<file path="src/rtl/keypad_scanner.sv">
// keypad_scanner: scans a 4x4 CHIP-8 keypad, debounces each key and reports new presses
module keypad_scanner #(
  parameter int SCAN_DIV = 64,
  parameter int DEBOUNCE = 4
) (
  input  logic        clk,
  input  logic        reset,
  output logic [3:0]  row_drive,
  input  logic [3:0]  col_sense,
  output logic [15:0] keypad_matrix,
  output logic        key_press,
  output logic [3:0]  key_code
);
  localparam int DW = $clog2(SCAN_DIV);
  localparam int CW = $clog2(DEBOUNCE + 1);
  localparam logic [DW-1:0] DIV_MAX = DW'(SCAN_DIV - 1);
  localparam logic [CW-1:0] CNT_MAX = CW'(DEBOUNCE - 1);
  localparam logic [63:0] KMAP = 64'hFB0A_E987_D654_C321;
  logic [3:0] sync1, sync2, col_s;
  logic [DW-1:0] div;
  logic [1:0] row;
  logic sample;
  logic [3:0] key [4];
  logic [CW-1:0] cnt [16];
  logic [CW-1:0] cnt_n [16];
  logic [15:0] mat_n;
  logic rise_n, rise_q;
  logic [3:0] code_n, code_q;
  function automatic logic [3:0] kmap(input logic [3:0] p);
    return KMAP[{p, 2'b00} +: 4];
  endfunction
  assign col_s = ~sync2;
  assign sample = div == DIV_MAX;
  // column synchronizer and row scan; row_drive moves together with row
  always_ff @(posedge clk or posedge reset)
    if (reset) begin
      sync1 <= 4'hF;
      sync2 <= 4'hF;
      div <= '0;
      row <= '0;
      row_drive <= 4'b1110;
    end else begin
      sync1 <= col_sense;
      sync2 <= sync1;
      div <= sample ? '0 : div + 1'b1;
      if (sample) begin
        row <= row + 2'd1;
        row_drive <= ~(4'b0001 << (row + 2'd1));
      end
    end
  // CHIP-8 codes of the four keys in the current row
  always_comb
    for (int c = 0; c < 4; c++) key[c] = kmap({row, 2'(c)});
  // debounce the sampled row and pick the lowest newly pressed code
  always_comb begin
    mat_n = keypad_matrix;
    cnt_n = cnt;
    rise_n = 1'b0;
    code_n = 4'hF;
    if (sample)
      for (int c = 0; c < 4; c++)
        if (col_s[c] == keypad_matrix[key[c]]) cnt_n[key[c]] = '0;
        else if (cnt[key[c]] == CNT_MAX) begin
          mat_n[key[c]] = col_s[c];
          cnt_n[key[c]] = '0;
          if (col_s[c] && key[c] <= code_n) begin
            rise_n = 1'b1;
            code_n = key[c];
          end
        end else cnt_n[key[c]] = cnt[key[c]] + 1'b1;
  end
  // key state, counters, and a press pulse one clock after the matrix bit sets
  always_ff @(posedge clk or posedge reset)
    if (reset) begin
      keypad_matrix <= '0;
      cnt <= '{default: '0};
      rise_q <= 1'b0;
      code_q <= '0;
      key_press <= 1'b0;
      key_code <= '0;
    end else begin
      keypad_matrix <= mat_n;
      cnt <= cnt_n;
      rise_q <= rise_n;
      code_q <= code_n;
      key_press <= rise_q;
      if (rise_q) key_code <= code_q;
    end
endmodule

</file>
<file path="config.mk">
export PLATFORM = sky130hd
export DESIGN_NAME = keypad_scanner
export DESIGN_NICKNAME = d
export VERILOG_FILES = /design/src/rtl/keypad_scanner.sv
export SDC_FILE = /design/constraint.sdc
export NUM_CORES = 1
export LEC_CHECK = 0
export ABC_AREA = 1
export ABC_CLOCK_PERIOD_IN_PS = 12820
export CELL_PAD_IN_SITES_DETAIL_PLACEMENT = 1
export CELL_PAD_IN_SITES_GLOBAL_PLACEMENT = 1
export CORE_MARGIN = 1
export CORE_UTILIZATION = 29
export CTS_CLUSTER_SIZE = 25
export DETAILED_ROUTE_END_ITERATION = 7
export DONT_BUFFER_PORTS = 1
export GPL_TIMING_DRIVEN = 0
export HOLD_SLACK_MARGIN = 0.03
export PLACE_DENSITY_LB_ADDON = 0.1
export SYNTH_ARGS = -nofsm -noshare
export SYNTH_HDL_FRONTEND = slang
export SYNTH_SLANG_ARGS = --single-unit
export TNS_END_PERCENT = 5
</file>
<file path="constraint.sdc">
create_clock -name clk -period 12.82 [get_ports clk]
set_input_delay 3.205 -clock clk [delete_from_list [all_inputs] [get_ports clk]]
set_output_delay 3.205 -clock clk [all_outputs]
set_load 0.01 [all_outputs]
</file>
==> impl_results.md <==
- Routed WL per cell: 27.3 um
- Post-synth top area cell: dfrtp_1
- Sequential element share of the synthesized area: 28.0%
- Die Wd: 173 um
- Routed wire length: 48.3 mm
- Critical path fanouts, max: 13
- CP required: 13.05 ns
- Slowest-stage cell, CP: buf_1
- Synth unique cells: 45
- Reg2reg path depth: 47
- Hold Path Depth: 0
- Die height: 173 um
- Largest net degree at the start of global routing: 64
- Leak Pwr: 4.32 nW
- Post-route setup slack: 3.03 ns
- DP Area: 8970 sq um
- Vias in the first global route: 10000
- Unrepaired setup endpoints after global routing: false
- Ys async rst share: 100%
- Total Neg Setup Slack: 0 ns
- Synth top area share: 24.5%
- Worst Tran Pin Value: 1.22 ns
- CP Buf/Inv Count: 15
- Port bufs: 0
- Crit path largest cell delay: 0.94 ns
- DRC violations left: 0
- Crit path capture type: flop
- CTS clock-pin slew for the worst setup and hold paths: 0.09 ns
- Maximum vdd ir drop: 0.0591 mV
- Hold EP: sync2[0]
- Diode count: 0
- Gate family responsible for the most delay along the worst path: buffers and inverters
- Crit start category: flop
- CTS Buf Count: 9
- Post-cts resize count: 0
- Io pins: 31
- Ys Warns: 0
- Fin crit share: 76.4%
- Sw frac: 28.4%
- DR vias: 10100
- Tmin final: 9.79 ns
- Die area: 29900 sq um
- Worst min path class: reg2reg
- Synthesized instance count: 1371
- Final-report hold violation count: 0
- CTS Sinks: 94
- Core footprint: 28700 sq um
- Most common cell after layout, fill and taps aside: nand2_1
- Setup WS pre-CTS: 3.16 ns
- Worst r2r dst: code_q[0]
- Final ANT Viol Nets: 0
- # hold bufs at CTS: 0
- Clock root buffer: clkbuf_16
- Mapped Avg Cell Area: 6.17 sq um
- Endpoint arrival time on the critical path: 10.02 ns
- Clock Latency Late Sink: 0.39 ns
- Reg-to-reg slack, setup: 3.03 ns
- Via/cell ratio: 5.70
- Initial antenna violation count: 0
- Psw: 175 uW
- Gate power share: 3.7%
- FMAX: 0.102 GHz
- Htree depth: 3
- GP Congestion: 0.970
- FF+latch count, synth: 94
- Initial Util: 29.5%
- CTS tree: yes
- Slew margin rel.: 18.5%
- Row count: 62
- Power Density: 66.5 nW/um^2
- Final non-filler cell area: 9260 sq um
- Nets: 1416
- Area grow syn2layout: 9.46%
- Met2 track demand over resource: 52.0%
- GRT Util Overall: 32.8%
- Reg2reg start: row[1]
- GR peak layer: met2
- Post-Route Skew: 0.0146 ns
- Fraction of layout instances using a drive strength above 1: 7.49%
- Power consumption: 616 uW
- Met1 Use GR: 43.1%
- 1st-pass router iterations: 5
- DPL Wire Length: 35.6 mm
- Reg power frac: 48.8%
- Post-CTS setup buffer count: 0
- Commonest non-fill, non-tap cells in the layout: 361 x nand2_1, 170 x o21ai_0, 145 x a21oi_1
- Number of synthesized flops with an enable pin: 0
- Starting DRT DRC Count: 908
- Top cells by area, synth: dfrtp_1 25%, nand2_1 16%, o21ai_0 10%
- Int Power: 440 uW
- Met3 Use GR: 4.05%
- # setup viols final: 0
- First-pass GRT wire length: 70.3 mm
- Clock power frac: 47.6%
- Max-slew violation count: 0
- Worst Hold Launch: sync1[0]
- Max-cap violation count: 0
- Syn nets: 1404
- Clk buf depth: 2
- Status: complete, no violations
- Kind of critical path: reg2reg
- Prevailing post-synth register cell: dfrtp_1
- Hold slack: 0.345 ns
- Grt ovf: 0
- Synth Cell Area: 8460 sq um
synth_stat cells, drive strengths merged (2+ instances only):
master	count
clkbuf	39
inv	155
buf	44
ha	27
nor2	114
a21oi	145
nand2	373
o211ai	14
dfstp	11
a221oi	4
nand3	102
xor2	3
a22oi	3
dfrtp	83
o22ai	9
nand4	16
o31ai	4
nor3	11
o21ai	196
a31oi	4
and2	2
or2	2
mux2	4
worst max path at each step:
stage / slack, ns / startpoint / depth (start not counted) / to
final: 3.03 / row[1] / 47 / code_q[0]
after global routing: 2.37 / row[1] / 47 / code_q[0]
after CTS: 3.09 / row[1] / 47 / code_q[0]
after detailed placement: 3.16 / row[1] / 47 / code_q[0]
after global placement: 3.16 / row[1] / 47 / code_q[1]
after floorplan: 6.08 / row[1] / 46 / code_q[0]
sequential cells by signal, summed over array words and instances, names as in the netlist, 2 cells and up:
register       flops
cnt               48
keypad_matrix     16
div                6
code_q             4
key_code           4
row_drive          4
sync1              4
sync2              4
row                2
through the flow:
step / util (%) / cells
global placement: 31.2 / 1755
floorplan: - / 1371
detailed placement: 31.3 / 1756
global route: 32.3 / 1772
CTS: 32.3 / 1772
finish: 32.3 / 1772
per-layer routing:
metal | share of wire [%] | up-vias
met5 | 0 | -
met3 | 6.2 | 119
met4 | 6.0 | 0
met1 | 43 | 4998
li1 | - | 4557
met2 | 45 | 430
worst register-to-register path: cells and delay by family (launching register included):
family / cells / cell delay, ns
AO/OA/AOI/OAI: 12 / 1.83
adder cells (fa/ha/maj): 6 / 1.78
flip-flops: 1 / 0.54
buffers and inverters: 15 / 3.56
AND/OR/NAND/NOR: 14 / 1.95
cells by family (layout without fill, tap and decap cells):
logic type	count (synthesis)	in the layout	synth area share (%)
compound gates	384	384	24.0
fa+ha+maj	27	27	3.99
flops	94	94	28.0
xor+xnor	3	3	0.311
buf+inv	239	256	12.0
simple gates	620	620	31.2
mux	4	4	0.532
power groups by stage:
stage	sequential, mW	clock (mW)	combinational (mW)
after floorplan	0.305	0	0.0133
after global placement	0.306	0	0.0212
after detailed placement	0.306	0	0.0228
after CTS	0.300	0.297	0.0228
after global routing	0.300	0.308	0.0248
final	0.300	0.293	0.0227
layout make-up:
cell class                      instances  area, sq um
Inverter                              156          593
Tap cell                              384          480
Fill cell                            3788        19400
Clock inverter                          7         65.1
Sequential cell                        94         2370
Multi-Input combinational cell       1038         5080
Timing Repair Buffer                    1         27.5
Clock buffer                            9          225
Buffer                                 83          428
Note: power is estimated with default switching activity, not from simulation.
==> edit 1 (same flow settings) <==
`SCAN_DIV`: 64 -> 128.
--- a/src/rtl/keypad_scanner.sv
+++ b/src/rtl/keypad_scanner.sv
@@ -2,3 +2,3 @@
 module keypad_scanner #(
-  parameter int SCAN_DIV = 64,
+  parameter int SCAN_DIV = 128,
   parameter int DEBOUNCE = 4
Formal check against the unedited RTL: no difference found for any inputs over 4 cycles, from zero or initial values and one cycle with reset high; that may be too few to reach the edited logic, so the function may still have changed.
==> edit 1 against the original RTL <==
Final area is 1.1% higher; via count grew 0.53%; wire length down 1.9%; synthesized cell count up 1.2%; area after synthesis grew 1.1%; sequential cell count rose by 1; total power rose by 0.67%; setup slack got worse by 330 ps; critical endpoint is now code_q[1]; highest routed layer unchanged.
==> edit 1: results (changes against the original RTL) <==
* Synth Area in XOR/XNOR at 0.00205 (-0.00106)
* Yosys cell types at 49 (+8.9%)
* Avg Cell Area, Syn at 6.16 µm² (-0.16%)
* Largest net degree at the start of global routing at 57 (-11%)
* Placer Congestion at 0.983 (+1.3%)
* Worst r2r src: row[1]
* Routed wl met2 at 20.8 mm (-3.4%)
* Vias in the first global route at 9,892 (-1.2%)
* Status: finished clean
* M1 GR Usage at 0.430 (-0.000622)
* Adder-Cell Fraction of Synth Area at 0.0395 (-0.000426)
* Via density per instance at 5.68 (-0.42%)
* FF-to-FF End: code_q[1]
* Leak at 4.49 nW (+3.9%)
* Post-layout nets at 1,433 (+1.2%)
* Post-place instance area at 9060 µm² (+1.0%)
* Layout Skew at 23.3 ps (+8.66 ps)
* Detailed Routing Iterations Pass 1 at 5 (unchanged)
* Global-route wire length before repair at 69.3 mm (-1.4%)
* M3 GR Usage at 0.0513 (+0.0109)
* CP max stage delay at 810 ps (-130 ps)
* Peak supply drop at 0.0615 mV (+4.2%)
* Biggest regs: cnt: 48 flops, keypad_matrix: 16 flops, div: 7 flops
* Global routing usage on met2 at 0.491 (-0.0293)
* Top cells by count, synth: 388 x nand2_1, 152 x inv_1, 148 x o21ai_0
* Area contributors post-synth: dfrtp_1 25%, nand2_1 17%, o21ai_0 8.7%
* WP data arrival at 10,340 ps (+320 ps)
* R2r worst-path depth at 45 (-4.3%)
* M1 WL at 20.9 mm (about the same)
* Seq/Total Area, Yosys at 0.280 (about the same)
* Slew HR at 0.0854 (-0.0997)
* Layout cell share with drive strength beyond 1 at 0.0797 (+0.00479)
* DRT iter0 DRCs at 909 (+0.11%)
* Post-synthesis compound-gate area fraction at 0.228 (-0.0121)
* Detail Placement HPWL at 35.5 mm (-0.47%)
* Post-cts sizing count at 0 (unchanged)
* Hold wc startpoint: sync1[0]
* DR WL met3 at 3.36 mm (+12%)
* Reg2Reg Setup Slack at 2700 ps (-330 ps)
* CTS buffer count at 9 (unchanged)
* Mux contribution to synthesized area at 0.00527 (-0.0000569)
* Final std cells w/o fill at 1,789 (+0.96%)
* Hold Crit Depth at 0 (unchanged)
* Hold slack at 358 ps (+13.1 ps)
* Global Route Usage Sum at 0.318 (-0.00931)
* Total wire length at 47.4 mm (-1.9%)
-- edit 1: cell types whose count changed after synthesis, moves of 5 or more --
cell and delta:
o21ai_0 -22, buf_2 -7, nand4_1 -5, o211ai_1 -6
nand2_1 +27, o21ai_1 +13, inv_2 +7, inv_1 +7
nor2_1 -8
-- edit 1: power by group --
| part | total, W | switching, W | internal [W] |
|---|---|---|---|
| Sequential | 0.000303 | 0.00000122 | 0.000302 |
| Combinational | 0.0000205 | 0.0000168 | 0.00000375 |
| Clock | 0.000296 | 0.000134 | 0.000162 |
| Total | 0.000620 | 0.000152 | 0.000468 |
-- edit 1: worst max-delay path: cells and delay by family (launching register included) --
kind | cells | cell delay, ps
DFF | 1 | 600
buffers and inverters | 15 | 3790
and+or+nand+nor | 14 | 1880
adders and majority gates | 6 | 1760
AOI/OAI and AO/OA | 10 | 1880
-- edit 1: metrics by stage --
stage / worst slack [ps] / utilization
3_5_place_dp: 2900 / 0.314
3_3_place_gp: 3060 / 0.313
2_1_floorplan: 5930 / -
4_1_cts: 2860 / 0.325
6_report: 2700 / 0.325
5_1_grt: 2020 / 0.325
-- edit 1: worst max-delay path by stage --
| stage | startpoint | endpoint |
|---|---|---|
| finish | row[1] | code_q[1] |
| global route | row[1] | code_q[1] |
| CTS | row[1] | code_q[1] |
| detailed placement | row[1] | code_q[1] |
| global placement | row[1] | code_q[1] |
| floorplan | row[1] | code_q[1] |
-- edit 1: final cells by class --
cell class	instances	area [µm²]
Clock inverter	3	42.5
Buffer	74	392
Clock buffer	13	260
Inverter	171	649
Fill cell	3846	19500
Sequential cell	95	2390
Tap cell	384	480
Multi-Input combinational cell	1048	5120
Timing Repair Buffer	1	27.5
==> edit 2 (config.mk and constraints unchanged) <==
Without the edit above. Put one more register stage on the output `row_drive`, cleared by the reset. The value now appears one clock later. The other outputs are not delayed to match.
--- a/src/rtl/keypad_scanner.sv
+++ b/src/rtl/keypad_scanner.sv
@@ -18,2 +18,4 @@
   localparam logic [63:0] KMAP = 64'hFB0A_E987_D654_C321;
+
+  logic [3:0] row_drive_s0;
   logic [3:0] sync1, sync2, col_s;
@@ -40,3 +42,3 @@
       row <= '0;
-      row_drive <= 4'b1110;
+      row_drive_s0 <= 4'b1110;
     end else begin
@@ -47,3 +49,3 @@
         row <= row + 2'd1;
-        row_drive <= ~(4'b0001 << (row + 2'd1));
+        row_drive_s0 <= ~(4'b0001 << (row + 2'd1));
       end
@@ -88,2 +90,10 @@
     end
+  always_ff @(posedge clk or posedge reset) begin
+    if (reset) begin
+      row_drive <= '0;
+    end else begin
+      row_drive <= row_drive_s0;
+    end
+  end
+
 endmodule
Formal check against the unedited RTL: not equivalent (a bounded check fails within 4 cycles, from zero or initial values and one cycle with reset high).
==> edit 2 against the original RTL <==
Sequential share of layout area increased by 2.3 points; count of clock-buffer cells in the layout increased by 3; global-route usage decreased by 0.58 points; setup slack improved by 520 ps; wire length decreased by 6.6%; total power increased by 1.3%; sequential cell count increased by 4; final area decreased by 4.5%; area after synthesis decreased by 4.7%; critical endpoint is now code_q[1]; largest power group unchanged.
==> edit 2: results (changes against the original RTL) <==
* Worst-margin pin slew at 1230 ps (+12.3 ps)
* Post-place instance area at 8550 µm² (-4.6%)
* Hold Crit Depth at 0 (unchanged)
* Port Buffers at 0 (unchanged)
* Synthesized net count at 1,272 (-9.4%)
* Placer Congestion at 0.973 (+0.34%)
* Yosys cell types at 46 (+2.2%)
* Routed wl met2 at 20.0 mm (-6.9%)
* Mux contribution to synthesized area at 0.00559 (+0.000265)
* Total wire length at 45.1 mm (-6.6%)
* WP data arrival at 9500 ps (-520 ps)
* M3 GR Usage at 0.0484 (+0.00794)
* R2r worst-path depth at 46 (-2.1%)
* CTS hold repair buffers at 0 (unchanged)
* Place WS at 3600 ps (+440 ps)
* DRT iter0 DRCs at 899 (-0.99%)
* Global-route wire length before repair at 65.3 mm (-7.2%)
* M1 GR Usage at 0.426 (-0.00558)
* Kind of cell adding the most delay to the critical path: buffers and inverters
* Layout Skew at 17.6 ps (+2.94 ps)
* Post-synthesis compound-gate area fraction at 0.266 (+0.0264)
* Top Layer Used: met4
* Top_reg_cell synth: dfrtp_1
* Vias in the first global route at 9,288 (-7.3%)
* Synth Area in XOR/XNOR at 0.00326 (+0.000155)
* Post-cts sizing count at 0 (unchanged)
* Top cells by count, synth: 254 x nand2_1, 154 x o21ai_0, 135 x inv_1
* Routed len/inst at 27.7 µm (+1.6%)
* Largest net degree at the start of global routing at 60 (-6.3%)
* Global routing usage on met2 at 0.511 (-0.00905)
* Via density per instance at 5.75 (+0.83%)
* CP max stage delay at 700 ps (-240 ps)
* Layout cell share with drive strength beyond 1 at 0.0828 (+0.00787)
* CP max stage cell: buf_1
* Area contributors post-synth: dfrtp_1 27%, nand2_1 12%, o21ai_0 9.6%
* Detailed Routing Iterations Pass 1 at 7 (+2)
* Leak at 3.96 nW (-8.4%)
* Adder-Cell Fraction of Synth Area at 0.0419 (+0.00199)
* Fillers at 3,509 (-7.4%)
* Status: finished clean
* # diodes at 0 (unchanged)
* Peak supply drop at 0.0639 mV (+8.2%)
* Max clock buf depth at 2 (unchanged)
* Seq/Total Area, Yosys at 0.306 (+0.0264)
* M1 WL at 20.1 mm (-4.0%)
* Biggest regs: cnt: 48 flops, keypad_matrix: 16 flops, div: 6 flops
* Global Route Usage Sum at 0.322 (-0.00579)
* Detail Placement HPWL at 32.9 mm (-7.6%)
* # rows at 60 (-3.2%)
* Cells after Synth at 1,239 (-9.6%)
* DR WL met3 at 2.80 mm (-7.0%)
-- edit 2: final timing paths --
path                               endpoint  slack [ps]      from
setup / recovery                  code_q[1]        3550    row[1]
hold / removal                     sync2[0]         360  sync1[0]
setup reg to reg                  code_q[1]        3550    row[1]
hold reg to reg                    sync2[0]         360  sync1[0]
max in group asynchronous          sync1[3]        9290     reset
min in group asynchronous  keypad_matrix[3]        2740     reset
-- edit 2: area by class of cell --
class / instances / area (µm²) / share of cell area
flip-flops and latches: 98 / 2470 / 0.279
clock inverters: 4 / 52.6 / 0.00594
plain buffers: 67 / 302 / 0.0341
clock buffers: 12 / 236 / 0.0267
multi-input cells: 930 / 4750 / 0.537
well taps: 372 / 465 / 0.0526
inverters: 144 / 548 / 0.0620
repair buffers: 1 / 27.5 / 0.00311
-- edit 2: report_power, final --
part	internal [W]	switching [W]	total (W)
logic	0.00000276	0.0000142	0.0000170
clock network	0.000152	0.000142	0.000294
registers	0.000311	0.00000145	0.000313
total	0.000466	0.000158	0.000624
